<file path="src/rtl/rc4_core_word_ctrl_if.sv">
// Bus bundle for the RC4 word-path sequencer: memory read/write ports,
// keystream handshake and byte-packer strobes.
interface rc4_core_word_ctrl_if #(
  parameter int ADDR_W = 16
);
  logic              start_i;
  logic [ADDR_W-1:0] base_addr_i;
  logic [ADDR_W-1:0] num_words_i;
  logic              rd_req_o;
  logic [ADDR_W-1:0] rd_addr_o;
  logic              rd_ack_i;
  logic [31:0]       rd_data_i;
  logic              ks_valid_i;
  logic [7:0]        ks_byte_i;
  logic              ks_ready_o;
  logic              enable_write_o;
  logic [1:0]        writeLoc_o;
  logic [7:0]        data_o;
  logic              wr_req_o;
  logic [ADDR_W-1:0] wr_addr_o;
  logic              wr_ack_i;
  logic              busy_o;
  logic              done_o;

  modport master (
    input  start_i, base_addr_i, num_words_i, rd_ack_i, rd_data_i,
           ks_valid_i, ks_byte_i, wr_ack_i,
    output rd_req_o, rd_addr_o, ks_ready_o, enable_write_o, writeLoc_o,
           data_o, wr_req_o, wr_addr_o, busy_o, done_o
  );

  modport slave (
    output start_i, base_addr_i, num_words_i, rd_ack_i, rd_data_i,
           ks_valid_i, ks_byte_i, wr_ack_i,
    input  rd_req_o, rd_addr_o, ks_ready_o, enable_write_o, writeLoc_o,
           data_o, wr_req_o, wr_addr_o, busy_o, done_o
  );
endinterface

</file>
<file path="src/rtl/rc4_core_word_ctrl.sv">
// RC4 decryption word sequencer: read ciphertext word, XOR four bytes with
// keystream into the packer, write the plaintext word back in place.
module rc4_core_word_ctrl #(
  parameter int ADDR_W = 16
) (
  input  logic clk,
  input  logic rst,
  rc4_core_word_ctrl_if.master bus
);
  // state   | meaning
  // S_IDLE  | waiting for start_i
  // S_READ  | ciphertext read request outstanding
  // S_XOR   | consuming keystream, one packer strobe per valid byte
  // S_WRITE | plaintext write request outstanding
  // S_DONE  | one-cycle end-of-run pulse
  typedef enum logic [2:0] {S_IDLE, S_READ, S_XOR, S_WRITE, S_DONE} state_t;

  state_t            state_q;
  logic [ADDR_W-1:0] addr_q, addr_d;
  logic [ADDR_W-1:0] remaining_q, remaining_d;
  logic [1:0]        idx_q, idx_d;
  logic [31:0]       cipher_q;
  logic [7:0]        lane;
  logic              strobe;

  assign addr_d      = addr_q + 1'b1;
  assign remaining_d = remaining_q - 1'b1;
  assign idx_d       = idx_q + 2'd1;

  always_ff @(posedge clk or posedge rst) begin
    if (rst) begin
      state_q     <= S_IDLE;
      addr_q      <= '0;
      remaining_q <= '0;
      idx_q       <= 2'd0;
      cipher_q    <= 32'h0;
    end else begin
      case (state_q)
        S_IDLE: begin
          if (bus.start_i) begin
            addr_q      <= bus.base_addr_i;
            remaining_q <= bus.num_words_i;
            idx_q       <= 2'd0;
            state_q     <= (bus.num_words_i == '0) ? S_DONE : S_READ;
          end
        end
        S_READ: begin
          if (bus.rd_ack_i) begin
            cipher_q <= bus.rd_data_i;
            idx_q    <= 2'd0;
            state_q  <= S_XOR;
          end
        end
        S_XOR: begin
          if (bus.ks_valid_i) begin
            idx_q <= idx_d;
            if (idx_q == 2'd3) state_q <= S_WRITE;
          end
        end
        S_WRITE: begin
          if (bus.wr_ack_i) begin
            remaining_q <= remaining_d;
            addr_q      <= addr_d;
            state_q     <= (remaining_d == '0) ? S_DONE : S_READ;
          end
        end
        S_DONE:  state_q <= S_IDLE;
        default: state_q <= S_IDLE;
      endcase
    end
  end

  // Lane 0 is the most significant byte of the ciphertext word.
  always_comb begin
    lane = 8'h00;
    case (idx_q)
      2'd0: lane = cipher_q[31:24];
      2'd1: lane = cipher_q[23:16];
      2'd2: lane = cipher_q[15:8];
      2'd3: lane = cipher_q[7:0];
      default: lane = 8'h00;
    endcase
  end

  assign strobe             = (state_q == S_XOR) && bus.ks_valid_i;
  assign bus.ks_ready_o     = (state_q == S_XOR);
  assign bus.enable_write_o = strobe;
  assign bus.writeLoc_o     = strobe ? idx_q : 2'd0;
  assign bus.data_o         = strobe ? (lane ^ bus.ks_byte_i) : 8'h00;
  assign bus.rd_req_o       = (state_q == S_READ);
  assign bus.rd_addr_o      = (state_q == S_READ) ? addr_q : '0;
  assign bus.wr_req_o       = (state_q == S_WRITE);
  assign bus.wr_addr_o      = (state_q == S_WRITE) ? addr_q : '0;
  assign bus.busy_o         = (state_q != S_IDLE);
  assign bus.done_o         = (state_q == S_DONE);
endmodule

</file>
<file path="src/flat_wrapper.sv">
// flat-port wrapper written by rule: the top's interface ports become plain ports
module rc4_core_word_ctrl_flat 
#(
  parameter int ADDR_W = 16
)
  (clk, rst, bus_start_i, bus_base_addr_i, bus_num_words_i, bus_rd_ack_i, bus_rd_data_i, bus_ks_valid_i, bus_ks_byte_i, bus_wr_ack_i, bus_rd_req_o, bus_rd_addr_o, bus_ks_ready_o, bus_enable_write_o, bus_writeLoc_o, bus_data_o, bus_wr_req_o, bus_wr_addr_o, bus_busy_o, bus_done_o);
  rc4_core_word_ctrl_if #(.ADDR_W(ADDR_W)) bus_i ();
  input  logic clk;
  input  logic rst;
  input wire logic [$bits(bus_i.start_i)-1:0] bus_start_i;
  input wire logic [$bits(bus_i.base_addr_i)-1:0] bus_base_addr_i;
  input wire logic [$bits(bus_i.num_words_i)-1:0] bus_num_words_i;
  input wire logic [$bits(bus_i.rd_ack_i)-1:0] bus_rd_ack_i;
  input wire logic [$bits(bus_i.rd_data_i)-1:0] bus_rd_data_i;
  input wire logic [$bits(bus_i.ks_valid_i)-1:0] bus_ks_valid_i;
  input wire logic [$bits(bus_i.ks_byte_i)-1:0] bus_ks_byte_i;
  input wire logic [$bits(bus_i.wr_ack_i)-1:0] bus_wr_ack_i;
  output wire logic [$bits(bus_i.rd_req_o)-1:0] bus_rd_req_o;
  output wire logic [$bits(bus_i.rd_addr_o)-1:0] bus_rd_addr_o;
  output wire logic [$bits(bus_i.ks_ready_o)-1:0] bus_ks_ready_o;
  output wire logic [$bits(bus_i.enable_write_o)-1:0] bus_enable_write_o;
  output wire logic [$bits(bus_i.writeLoc_o)-1:0] bus_writeLoc_o;
  output wire logic [$bits(bus_i.data_o)-1:0] bus_data_o;
  output wire logic [$bits(bus_i.wr_req_o)-1:0] bus_wr_req_o;
  output wire logic [$bits(bus_i.wr_addr_o)-1:0] bus_wr_addr_o;
  output wire logic [$bits(bus_i.busy_o)-1:0] bus_busy_o;
  output wire logic [$bits(bus_i.done_o)-1:0] bus_done_o;
  assign bus_i.start_i = bus_start_i;
  assign bus_i.base_addr_i = bus_base_addr_i;
  assign bus_i.num_words_i = bus_num_words_i;
  assign bus_i.rd_ack_i = bus_rd_ack_i;
  assign bus_i.rd_data_i = bus_rd_data_i;
  assign bus_i.ks_valid_i = bus_ks_valid_i;
  assign bus_i.ks_byte_i = bus_ks_byte_i;
  assign bus_i.wr_ack_i = bus_wr_ack_i;
  assign bus_rd_req_o = bus_i.rd_req_o;
  assign bus_rd_addr_o = bus_i.rd_addr_o;
  assign bus_ks_ready_o = bus_i.ks_ready_o;
  assign bus_enable_write_o = bus_i.enable_write_o;
  assign bus_writeLoc_o = bus_i.writeLoc_o;
  assign bus_data_o = bus_i.data_o;
  assign bus_wr_req_o = bus_i.wr_req_o;
  assign bus_wr_addr_o = bus_i.wr_addr_o;
  assign bus_busy_o = bus_i.busy_o;
  assign bus_done_o = bus_i.done_o;
  rc4_core_word_ctrl #(.ADDR_W(ADDR_W)) u_core (.clk(clk), .rst(rst), .bus(bus_i));
endmodule
</file>
<file path="config.mk">
export PLATFORM = sky130hd
export DESIGN_NAME = rc4_core_word_ctrl_flat
export DESIGN_NICKNAME = d
export VERILOG_FILES = /design/src/rtl/rc4_core_word_ctrl_if.sv /design/src/rtl/rc4_core_word_ctrl.sv /design/src/flat_wrapper.sv
export SDC_FILE = /design/constraint.sdc
export NUM_CORES = 1
export LEC_CHECK = 0
export BUFFER_PORTS_ARGS = -buffer_cell sky130_fd_sc_hd__buf_4
export CAP_MARGIN = 20
export CORE_ASPECT_RATIO = 0.8
export CORE_MARGIN = 1
export CORE_UTILIZATION = 52
export DETAILED_ROUTE_END_ITERATION = 8
export GPL_TIMING_DRIVEN = 0
export PLACE_DENSITY = 0.87
export SYNTH_ARGS = -nofsm -noshare
export SYNTH_HDL_FRONTEND = slang
export SYNTH_SLANG_ARGS = --single-unit
</file>
<file path="constraint.sdc">
create_clock -name clk -period 2.57 [get_ports clk]
set_clock_uncertainty 0.2 [all_clocks]
set_input_delay 0.257 -clock clk [delete_from_list [all_inputs] [get_ports clk]]
set_output_delay 0.257 -clock clk [all_outputs]
set_load 0.03 [all_outputs]
</file>
* Word level (Yosys, flattened, before mapping)
Cells that the tools add are included.
** Word-level totals
- Register bits after elaboration :: 69
- Output and inout bits :: 48
- Word-level logic and storage cells :: 56
** Cells by class
- Add/sub/neg operators :: 3
- Multiplexer cells :: 23
- Reductions and logical operators :: 12
- Bitwise logic cells :: 1
- Equality and inequality tests :: 12
** Operators by type and width (count)
- $mux 16 :: 6
- $pmux 16 s2 :: 2
- $logic_not 16->1 :: 2
- $pmux 8 s4 :: 1
- $mux 3 :: 7
- $add 16x1->16 const B :: 1
- $sub 16x1->16 const B :: 1
- $pmux 3 s4 :: 1
- $mux 2 :: 4
- $mux 8 :: 1
- $ne 2x2->1 const B :: 4
- $xor 8x8->8 :: 1
- $eq 3x2->1 const B :: 2
- $pmux 2 s3 :: 1
- $reduce_bool 3->1 :: 2
- $reduce_and 5->1 :: 1
- $eq 2x2->1 const B :: 2
- $reduce_and 4->1 :: 1
- $eq 3x1->1 const B :: 1
- $eq 3x3->1 const B :: 1
- $logic_not 3->1 :: 1
- $reduce_and 3->1 :: 1
- $add 2x1->2 const B :: 1
- $eq 2x1->1 const B :: 1
- 5 further kinds :: 5

* Longest topological paths before layout
Gate-level depths: netlist (run 1).
- Word-level depth :: 5
- Gate-level depth with buffers :: 9
- Gate-level depth less buffers :: 8

* Least setup slack after synthesis (run 1)
No wires, ideal clock.
- Kind :: reg-to-output
- Start point :: register u_core.state_q[1]
- End point :: output port bus_data_o[0]
- Arrival time :: 2232 ps
- Required time :: 2113 ps
- Stages on the path, launching flop included :: 6
- Path buffers :: 2
- Setup slack :: -119 ps
- Cell sequence :: dfrtp_1 > clkbuf_1 > nor3b_1 > nand2_1 > clkbuf_1 > nor2_1
** Between the ends
- Word-level cells in the longest chain between the ends :: 3
** RTL lines
- start: declaration :: line rc4_core_word_ctrl.sv:18 : state_t state_q;
- start signal: assignment :: line rc4_core_word_ctrl.sv:44 : state_q <= (bus.num_words_i == '0) ? S_DONE : S_READ;
- start signal: assignment :: line rc4_core_word_ctrl.sv:64 : state_q <= (remaining_d == '0) ? S_DONE : S_READ;
- $eq 3x2->1
- net bus_ks_ready_o :: line flat_wrapper.sv:20 : output wire logic [$bits(bus_i.ks_ready_o)-1:0] bus_ks_ready_o;
- $logic_and 1x1->1 :: line rc4_core_word_ctrl.sv:85 : assign strobe = (state_q == S_XOR) && bus.ks_valid_i;
- $mux 8 :: line rc4_core_word_ctrl.sv:89 : assign bus.data_o = strobe ? (lane ^ bus.ks_byte_i) : 8'h00;
- end: declaration :: line flat_wrapper.sv:23 : output wire logic [$bits(bus_i.data_o)-1:0] bus_data_o;
The timed path passes the listed nets, and every way through them passes these cells.

* Worst setup path in the final report (run 1)
- Start point :: register u_core.idx_q[1]
- End point :: output port bus_data_o[6]
** Between the ends
- Word-level cells in the longest chain between the ends :: 4
- Elaborated cells between the ends (all ways) :: 7
** RTL lines
- start: declaration :: line rc4_core_word_ctrl.sv:21 : logic [1:0] idx_q, idx_d;
- start signal: assignment :: line rc4_core_word_ctrl.sv:56 : idx_q <= idx_d;
- $eq 2x2->1, or another cell as far along :: line rc4_core_word_ctrl.sv:76 : case (idx_q)
- $pmux 8 s4 (*) :: line rc4_core_word_ctrl.sv:76
- $xor 8x8->8 (*) :: line rc4_core_word_ctrl.sv:89
- $mux 8 (*) :: line rc4_core_word_ctrl.sv:89
Every way passes the cells marked *; elsewhere a longest branch is shown, timed or not.

==> impl_metrics.toml, run 1 <==
[run_status]
status = "complete, but fails checks"
violations = "setup timing"

[final_layout]
fin_nets = 752
n_antenna_cell = 0
design_area_um2 = 6040
fin_util_pct = 76.0
drive_gt1_share_pct = 32.3
area_growth_pct = 41.1
stdcell_count = 780

[detailed_routing]
detail-route-antenna-nets = 0
drt_iter0_drc = 560
routedWlPerCell_um = 20.1
routed_wl_um = 15600
dr.pass1.iters = 5
drcViolationCount = 0
vias = 4819
viasPerCell = 6.18

[cts]
clock-root-buffer = "clkbuf_8"
clk_latency_ns = 0.36
cts_tree = "done"
clkSinkCount = 69
clock_path_buffers = 2
numCtsBuffers = 9
htree_levels = 3
clk_pin_slew_ns = 0.08

[floorplan]
die_area_um2 = 8600
rows = 29
die_height_um = 83.1
die_w_um = 103
core_area_um2 = 7950
initial_core_util_pct = 53.8
ioPinCount = 126

[placement]
dpl-instance-area_um2 = 5360
dpl.hpwl_um = 9900
port_buffers = 125
gp_congestion = 0.910
dp.cells = 724

[worst_setup_path]
cp-start-kind = "register"
path_buf_inv = 2
rrSetupSlack_ns = 0.07
cp_max_fo = 8
path_cells = "buf_6, ha_4, a222oi_1, o21ai_1, xnor2_1, nor2_1, buf_4"
reg2reg_depth = 9
crit_family = "compound AO/OA/AOI/OAI gates"
r2r-end = "u_core.state_q[2]$_DFFE_PP0P_"
crit_path_top_delay_cell = "dfrtp_1"
worstPathArrival_ns = 2.33
max_stage_delay_ns = 0.43
crit_type = "reg2out"
worstPathRequired_ns = 2.11
r2r-start = "u_core.remaining_q[0]$_DFFE_PP0P_"
cp-end-kind = "output pin"

[timing]
tightest_slew_ns = 0.891
fin_ws_ns = -0.213
period_minus_slack_ns = 2.78
grt_setup_unrepaired = "yes"
slew_viol_final = 0
finalHoldViolCount = 0
fin_crit_sh_pct = 108
setup_viol = 5
slew-limit-headroom_pct = 40.6
fmax_mhz = 359

[synth]
syn_inst = 491
yosysWarnings = 0
synth.distinct_cells = 54
yosys-top-cells-count = "dfrtp_1, a21oi_1, nand2_1"
synth-async-reset-ratio_pct = 100
synth_edf_count = 0
synthTopCellsByArea = "dfrtp_1, mux2_2, a21oi_1"
synth-seq-area-share_pct = 40.4
yosysTopAreaCellShare_pct = 40.4
yosys.area.top_type = "dfrtp_1"
syn_nets = 576
syn_avg_cell_area_um2 = 8.72
yosysMostFrequentCell = "dfrtp_1"
synth_seq_cells = 69
ys.flop_type = "dfrtp_1"
synth_area_um2 = 4280

[grt]
grt_max_degree = 70
grt_pass1_wl_um = 23800
antenna_found_initial = 0
grt_usage_pct = 36.6
overflow = 0
grt_pass1_vias = 4817

[run]
maxCapViolCount = 0

[pwr]
power.leakage_nw = 2.67
pwr_density_cell_nw_per_um2 = 1230
ir_drop_mv = 0.904

[min_path]
min_path_cells = 3
min-delay-start = "bus_num_words_i[9]"
min_path_type = "in2reg"
min_to = "u_core.remaining_q[9]$_DFFE_PP0P_"
sequential cells by signal, indices dropped and copies added, names as in the netlist:
register,cells
u_core.cipher_q,32
u_core.addr_q,16
u_core.remaining_q,16
u_core.state_q,3
u_core.idx_q,2
layout make-up:
class                   instances  area, µm²
fillers                       526       1910
repair buffers                169       1370
flip-flops and latches         69       1730
well taps                     108        135
inverters                      17       66.3
plain buffers                  31        169
multi-input cells             370       2370
clock inverters                 7       73.8
clock buffers                   9        124
placed cells by master, fill, tap and decap left out, drive strengths merged, types with 2 or more instances in the layout:
| cell | synthesis | final |
|---|---|---|
| a31oi | 5 | 5 |
| o22ai | 9 | 9 |
| ha | 7 | 7 |
| buf | 15 | 145 |
| o22a | 2 | 2 |
| inv | 17 | 18 |
| nor2 | 41 | 41 |
| clkinv | 0 | 4 |
| nand3 | 12 | 12 |
| dfrtp | 69 | 69 |
| o32ai | 3 | 3 |
| nand4 | 4 | 4 |
| nor3b | 2 | 2 |
| nand2 | 51 | 51 |
| o21ai | 39 | 39 |
| or2 | 3 | 3 |
| a21oi | 52 | 52 |
| a211oi | 2 | 2 |
| a222oi | 8 | 8 |
| nor3 | 15 | 15 |
| clkbuf | 20 | 26 |
| o2bb2ai | 3 | 3 |
| nor4 | 9 | 9 |
| o31ai | 2 | 2 |
| nand3b | 4 | 4 |
| nand2b | 7 | 7 |
| and3 | 3 | 3 |
| a22o | 3 | 3 |
| mux2 | 32 | 32 |
| dlygate4sd3 | 0 | 38 |
| a22oi | 2 | 2 |
| and4 | 2 | 2 |
| xnor2 | 9 | 9 |
| o21a | 3 | 3 |
| and2 | 23 | 23 |
how the worst max path moves through the flow:
stage          cells past startpoint                               from  slack [ns]                                  to
2_1_floorplan                      5      u_core.state_q[1]$_DFFE_PP0P_        0.23                       bus_data_o[0]
6_report                           7        u_core.idx_q[1]$_DFFE_PP0P_       -0.21                       bus_data_o[6]
3_3_place_gp                       2                                rst       -0.54  u_core.remaining_q[10]$_DFFE_PP0P_
4_1_cts                            6        u_core.idx_q[0]$_DFFE_PP0P_      0.0006                       bus_data_o[4]
3_5_place_dp                       9  u_core.remaining_q[0]$_DFFE_PP0P_        0.03       u_core.state_q[2]$_DFFE_PP0P_
5_1_grt                            7        u_core.idx_q[1]$_DFFE_PP0P_       -0.21                       bus_data_o[6]
cells by family (layout without fill, tap and decap cells):
group,count (synthesis),count (layout),share of synthesized area (%)
muxes,33,33,8.65
xor gates and xnor gates,9,9,1.84
buffers and inverters,52,233,5.35
adders and majority gates,7,7,2.05
AOI/OAI and AO/OA,141,141,20.3
and+or+nand+nor,180,180,21.5
DFF,69,69,40.4
routing by layer:
layer	GRT usage, %	part of all wire [%]	vias to the layer above
li1	-	-	2121
met1	47.3	38	2280
met2	55.6	47	338
met3	10.2	9.2	80
met4	19.0	5.1	0
met5	0	0	-
worst reg2reg max path, cell delays in order, from the launching register on:
cell and delay, ns:
dfrtp_1 0.45, inv_1 0.08, ha_1 0.19, clkbuf_2 0.24
o21ai_0 0.22, o22ai_1 0.24, a32oi_1 0.23, nor3_4 0.27
nand4_1 0.12, a21oi_1 0.18
what timing repair did:
action,CTS,global route
resized for setup,9,29
setup buffers,2,4
endpoints found under the setup margin,22,37
hold buffers,38,0
hold endpoints to repair,106,0
pin swaps,2,5
power by group:
part	total (mW)	internal (mW)	switching (mW)
combinational	4.38	1.72	2.67
sequential	2.15	1.62	0.527
clock	0.916	0.451	0.464
total	7.45	3.79	3.66
metrics by stage:
| stage | total power, mW | setup slack, ns | hold WS (ns) | TNS (ns) |
|---|---|---|---|---|
| floorplan | 4.80 | 0.226 | 0.190 | 0 |
| global placement | 5.96 | -0.544 | 0.277 | -37.25 |
| detailed placement | 6.11 | 0.0295 | 0.279 | 0 |
| CTS | 7.13 | 0.000616 | 0.00869 | 0 |
| global route | 7.83 | -0.213 | 0.0307 | -0.857 |
| finish | 7.45 | -0.213 | 0.0180 | -0.403 |
Note: power is estimated with default switching activity, not from simulation.
==> run 2, diff against run 1 <==
- MAX_ROUTING_LAYER: not set -> met4
==> run 2 against run 1 <==
Effect of this change: the run still ends with setup timing left; sequential power is essentially flat; die area is the same; combinational power shrank 0.9%; clock power grew 0.5%; flip-flop and latch count is the same; via count shrank 1.1%; wire length shrank 3.9%; largest power group unchanged.
==> impl_metrics.toml, run 2 (synthesized netlist as in run 1, its figures left out) <==
[final_layout]
drive_gt1_share_pct = 32.7
fillCellCount = 539
regMostFlops = "u_core.cipher_q"
n_antenna_cell = 0
seq_area_um2 = 1730
top_regs = "u_core.cipher_q x32, u_core.addr_q x16, u_core.remaining_q x16"
stdcell_count = 781
largest_reg_flops = 32
fin_nets = 753
multi_input_area_um2 = 2380
design_area_um2 = 6060
area_growth_pct = 41.6
mostFrequentLayoutCells = "buf_4, dfrtp_1, a21oi_1"
layout_commonest_cell = "buf_4"

[worst_setup_path]
crit_path_top_delay_cell = "dfrtp_1"
cp_max_fo = 6
max_stage_delay_ns = 0.46
r2r-start = "u_core.state_q[2]$_DFFE_PP0P_"
critical_path.most_common_cell = "buf_6"
cp-start-kind = "register"
crit_type = "reg2out"
worstPathArrival_ns = 2.29
worstPathRequired_ns = 2.11
rrSetupSlack_ns = 0.14
cp-end-kind = "output pin"
path_buf_inv = 3
reg2reg_depth = 6
r2r-end = "u_core.cipher_q[24]$_DFFE_PP0P_"
crit_family = "compound AO/OA/AOI/OAI gates"
path_cells = "buf_6, ha_4, buf_6, a222oi_1, o21ai_1, xnor2_1, nor2_1, buf_4"

[cts]
numCtsBuffers = 9
htree_levels = 3
clock-root-buffer = "clkbuf_8"
clock_path_buffers = 2
cts_tree = "done"
clk_latency_ns = 0.34
clk_pin_slew_ns = 0.08
clkSinkCount = 69

[timing]
fin_ws_ns = -0.179
finalHoldViolCount = 0
slew_viol_final = 0
period_minus_slack_ns = 2.75
fin_setup_tns_ns = -0.321
fmax_mhz = 364
grt_setup_unrepaired = "yes"
slew-limit-headroom_pct = 41.5
setup_viol = 5
fin_crit_sh_pct = 107
tightest_slew_ns = 0.878

[min_path]
min-delay-start = "bus_num_words_i[9]"
min_path_cells = 3
min_path_type = "in2reg"
min_to = "u_core.remaining_q[9]$_DFFE_PP0P_"

[pwr]
ir_drop_mv = 0.899
power_frac_seq_pct = 29.0
p_int_mw = 3.80
total_power_mw = 7.41
power.leakage_nw = 2.68
p_sw_mw = 3.61
pwr_density_cell_nw_per_um2 = 1220
swShare_pct = 48.7
clkPwrFrac_pct = 12.4
combPwrFrac_pct = 58.6

[detailed_routing]
drt_iter0_drc = 463
dr.pass1.iters = 6
routedWlPerCell_um = 19.2
routed_wl_um = 15000
viasPerCell = 6.10
vias = 4767
drcViolationCount = 0
detail-route-antenna-nets = 0

[grt]
overflow = 0
grt_usage_pct = 35.9
grt_pass1_vias = 4628
grt_pass1_wl_um = 22900
grt_max_degree = 70
antenna_found_initial = 0

[floorplan]
rows = 29
die_height_um = 83.1
die_w_um = 103
core_area_um2 = 7950
die_area_um2 = 8600
ioPinCount = 126
initial_core_util_pct = 53.8

[placement]
dpl-instance-area_um2 = 5360
place_ws_ns = 0.0475
gp_congestion = 0.941
dpl.hpwl_um = 9770
port_buffers = 125
dp.cells = 724

[run_status]
violations = "setup timing"
status = "complete, but fails checks"

[run]
maxCapViolCount = 0
==> run 2: layout make-up <==
cell class / count / area share [%]
multi-input cells: 370 / 39.3
clock buffers: 9 / 2.04
clock inverters: 7 / 1.22
well taps: 108 / 2.23
inverters: 17 / 1.14
repair buffers: 170 / 22.8
flip-flops and latches: 69 / 28.5
plain buffers: 31 / 2.77
==> run 2: metal layers <==
metal,track usage (%),wire (µm)
met5,-,0
met4,19.8,682
met3,8.75,1540
met2,52.0,7000
met1,46.0,5820
==> run 2: tightest hold or removal path, stage by stage <==
cell	delay, ns
buf_4	0.09
a21oi_1	0.05
o21ai_0	0.13
==> run 2: worst max path at each step <==
stage                     depth (start not counted)                            endpoint  slack (ns)                               from
after floorplan                                   5                       bus_data_o[0]        0.23      u_core.state_q[1]$_DFFE_PP0P_
after global placement                            2  u_core.remaining_q[10]$_DFFE_PP0P_       -0.55                                rst
after detailed placement                          9       u_core.state_q[2]$_DFFE_PP0P_        0.05  u_core.remaining_q[0]$_DFFE_PP0P_
after CTS                                         7                       bus_data_o[5]       0.002        u_core.idx_q[0]$_DFFE_PP0P_
after global routing                              8                       bus_data_o[7]       -0.19        u_core.idx_q[0]$_DFFE_PP0P_
final                                             8                       bus_data_o[7]       -0.18        u_core.idx_q[1]$_DFFE_PP0P_
==> run 2: per-stage QoR <==
stage / hold slack [ns] / util, %
after floorplan: 0.190 / -
after global placement: 0.278 / 67.4
after detailed placement: 0.287 / 67.5
after CTS: 0.00210 / 74.6
after global routing: 0.0235 / 76.3
final: 0.0119 / 76.3
==> run 2: power by group through the flow <==
stage / Clock (mW) / Sequential [mW] / Combinational [mW]
after floorplan: 0 / 1.96 / 2.85
after global placement: 0 / 2.06 / 3.90
after detailed placement: 0 / 2.10 / 4.01
after CTS: 0.913 / 2.10 / 4.06
after global routing: 0.959 / 2.21 / 4.64
final: 0.921 / 2.15 / 4.34
==> run 2: repair_timing <==
action / CTS / global route
endpoints found under the hold margin: 105 / 0
pin swaps: 3 / 16
buffers inserted: 0 / 8
endpoints found under the setup margin: 19 / 35
gates resized for setup: 8 / 37
hold buffers: 37 / 0
==> run 3, diff against run 2 <==
--- a/config.mk
+++ b/config.mk
@@ -19 +19,2 @@
 export SYNTH_SLANG_ARGS = --single-unit
+export TNS_END_PERCENT = 5
==> constraint.sdc (replaced) <==
create_clock -name clk -period 2.57 [get_ports clk]
set_clock_uncertainty 0.2 [all_clocks]
set_input_delay 0.3855 -clock clk [delete_from_list [all_inputs] [get_ports clk]]
set_output_delay 0.3855 -clock clk [all_outputs]
set_load 0.03 [all_outputs]
==> run 3 against run 2 <==
Effect of this change: the run still ends with setup timing left; die area unchanged; count of clock-buffer cells in the layout stayed put; final area fell by 7.0%; sequential power about the same; flip-flop and latch count is the same; critical path depth is 1 lower; worst setup slack gained 0.10 ns.
==> impl_metrics.toml, run 3 (synthesized netlist as in run 1, its figures left out) <==
[grt]
grt_pass1_vias = 4292
grt_usage_pct = 33.5
antenna_found_initial = 0
grt_max_degree = 70
grt_pass1_wl_um = 21400
overflow = 0

[detailed_routing]
drt_iter0_drc = 373
dr.max_layer_used = "met4"
vias = 4415
wl_met1_um = 5470
detail-route-antenna-nets = 0
routedWlPerCell_um = 18.1
routed-wl-met2_um = 6470
dr.pass1.iters = 8
drcViolationCount = 0
wl_met3_um = 1160
viasPerCell = 5.97
routed_wl_um = 13400

[worst_setup_path]
crit_family = "compound AO/OA/AOI/OAI gates"
r2r-start = "u_core.state_q[2]$_DFFE_PP0P_"
crit_path_top_delay_cell = "dfrtp_1"
worstPathRequired_ns = 1.98
max_stage_delay_ns = 0.43
critical_path.most_common_cell = "buf_4"
cp-start-kind = "register"
r2r-end = "u_core.remaining_q[8]$_DFFE_PP0P_"
cp_max_fo = 8
reg2reg_depth = 7
path_buf_inv = 2
cp-end-kind = "output pin"
path_cells = "buf_4, ha_4, a222oi_1, o21ai_1, xnor2_1, nor2_1, buf_4"
rrSetupSlack_ns = 0.11
crit_type = "reg2out"
worstPathArrival_ns = 2.06

[floorplan]
die_w_um = 103
die_height_um = 83.1
die_area_um2 = 8600
core_area_um2 = 7950
initial_core_util_pct = 53.8
ioPinCount = 126
rows = 29

[cts]
clk_pin_slew_ns = 0.08
hold_buffers = 0
htree_levels = 3
clk_latency_ns = 0.34
clock-root-buffer = "clkbuf_8"
clkSinkCount = 69
cts_tree = "done"
clock_path_buffers = 2
numCtsBuffers = 9

[pwr]
pwr_density_cell_nw_per_um2 = 1280
ir_drop_mv = 0.886
power.leakage_nw = 2.50
total_power_mw = 7.20

[placement]
port_buffers = 125
dpl.hpwl_um = 9770
gp_congestion = 0.941
dp.cells = 724

[timing]
setup_viol = 9
period_minus_slack_ns = 2.65
fin_ws_ns = -0.0793
grt_setup_unrepaired = "yes"
slew-limit-headroom_pct = 42.1
fin_setup_tns_ns = -0.311
slew_viol_final = 0
finalHoldViolCount = 0
fin_crit_sh_pct = 103
tightest_slew_ns = 0.868
fmax_mhz = 377

[final_layout]
top_regs = "u_core.cipher_q x32, u_core.addr_q x16, u_core.remaining_q x16"
fin_nets = 711
drive_gt1_share_pct = 33.8
area_growth_pct = 31.7
regMostFlops = "u_core.cipher_q"
stdcell_count = 739
n_antenna_cell = 0
largest_reg_flops = 32
layout_commonest_cell = "buf_4"
mostFrequentLayoutCells = "buf_4, dfrtp_1, a21oi_1"

[run_status]
violations = "setup timing"
status = "complete, but fails checks"

[run]
maxCapViolCount = 0

[min_path]
min_path_type = "in2async"
[run 3: per-stage QoR]
stage               util [%]  area, µm²  hold slack, ns  setup slack, ns
floorplan                  -       4280           0.257           0.0974
global route            70.9       5630          0.0528           -0.222
finish                  70.9       5630          0.0173          -0.0793
CTS                     70.5       5600          0.0526          -0.0512
detailed placement      67.5       5360           0.297          0.00285
global placement        67.4       5360           0.278           -0.681
[run 3: area by class of cell]
type	count	area, µm²
clock inverter	7	73.8
timing repair buffer	128	961
fill	603	2310
inverter	17	66.3
buffer	31	176
clock buffer	9	124
sequential	69	1730
multi-input combinational	370	2370
tap	108	135
[run 3: worst register-to-register path, stage by stage (launching register included)]
cell,delay [ns]
dfrtp_1,0.36
buf_2,0.19
nor3_1,0.37
a22o_1,0.28
clkbuf_1,0.54
o21ai_0,0.18
nand2_1,0.10
o21ai_0,0.09
[run 3: routing by layer]
metal  up-vias  GRT usage, %
li1       2044             -
met2       243          49.8
met3        29          6.99
met4         0          13.4
met5         -             -
met1      2099          44.7
[run 3: how the worst max path moves through the flow]
stage | start | cells past startpoint | slack [ns] | end
6_report | u_core.idx_q[1]$_DFFE_PP0P_ | 7 | -0.08 | bus_data_o[5]
5_1_grt | u_core.idx_q[1]$_DFFE_PP0P_ | 7 | -0.22 | bus_data_o[4]
4_1_cts | u_core.idx_q[1]$_DFFE_PP0P_ | 7 | -0.05 | bus_data_o[5]
3_5_place_dp | u_core.state_q[1]$_DFFE_PP0P_ | 7 | 0.003 | bus_wr_addr_o[6]
3_3_place_gp | rst | 2 | -0.68 | u_core.remaining_q[10]$_DFFE_PP0P_
2_1_floorplan | u_core.state_q[1]$_DFFE_PP0P_ | 5 | 0.1 | bus_data_o[0]
[run 3: timing repair]
item,4_1_cts,5_1_grt
setup endpoints to repair,28,33
gates resized for setup,23,11
pin swaps,6,2
buffers inserted,2,1
[run 3: power breakdown]
group / internal, mW / switching, mW
combinational: 1.66 / 2.49
clock: 0.452 / 0.456
sequential: 1.62 / 0.515
total: 3.74 / 3.47
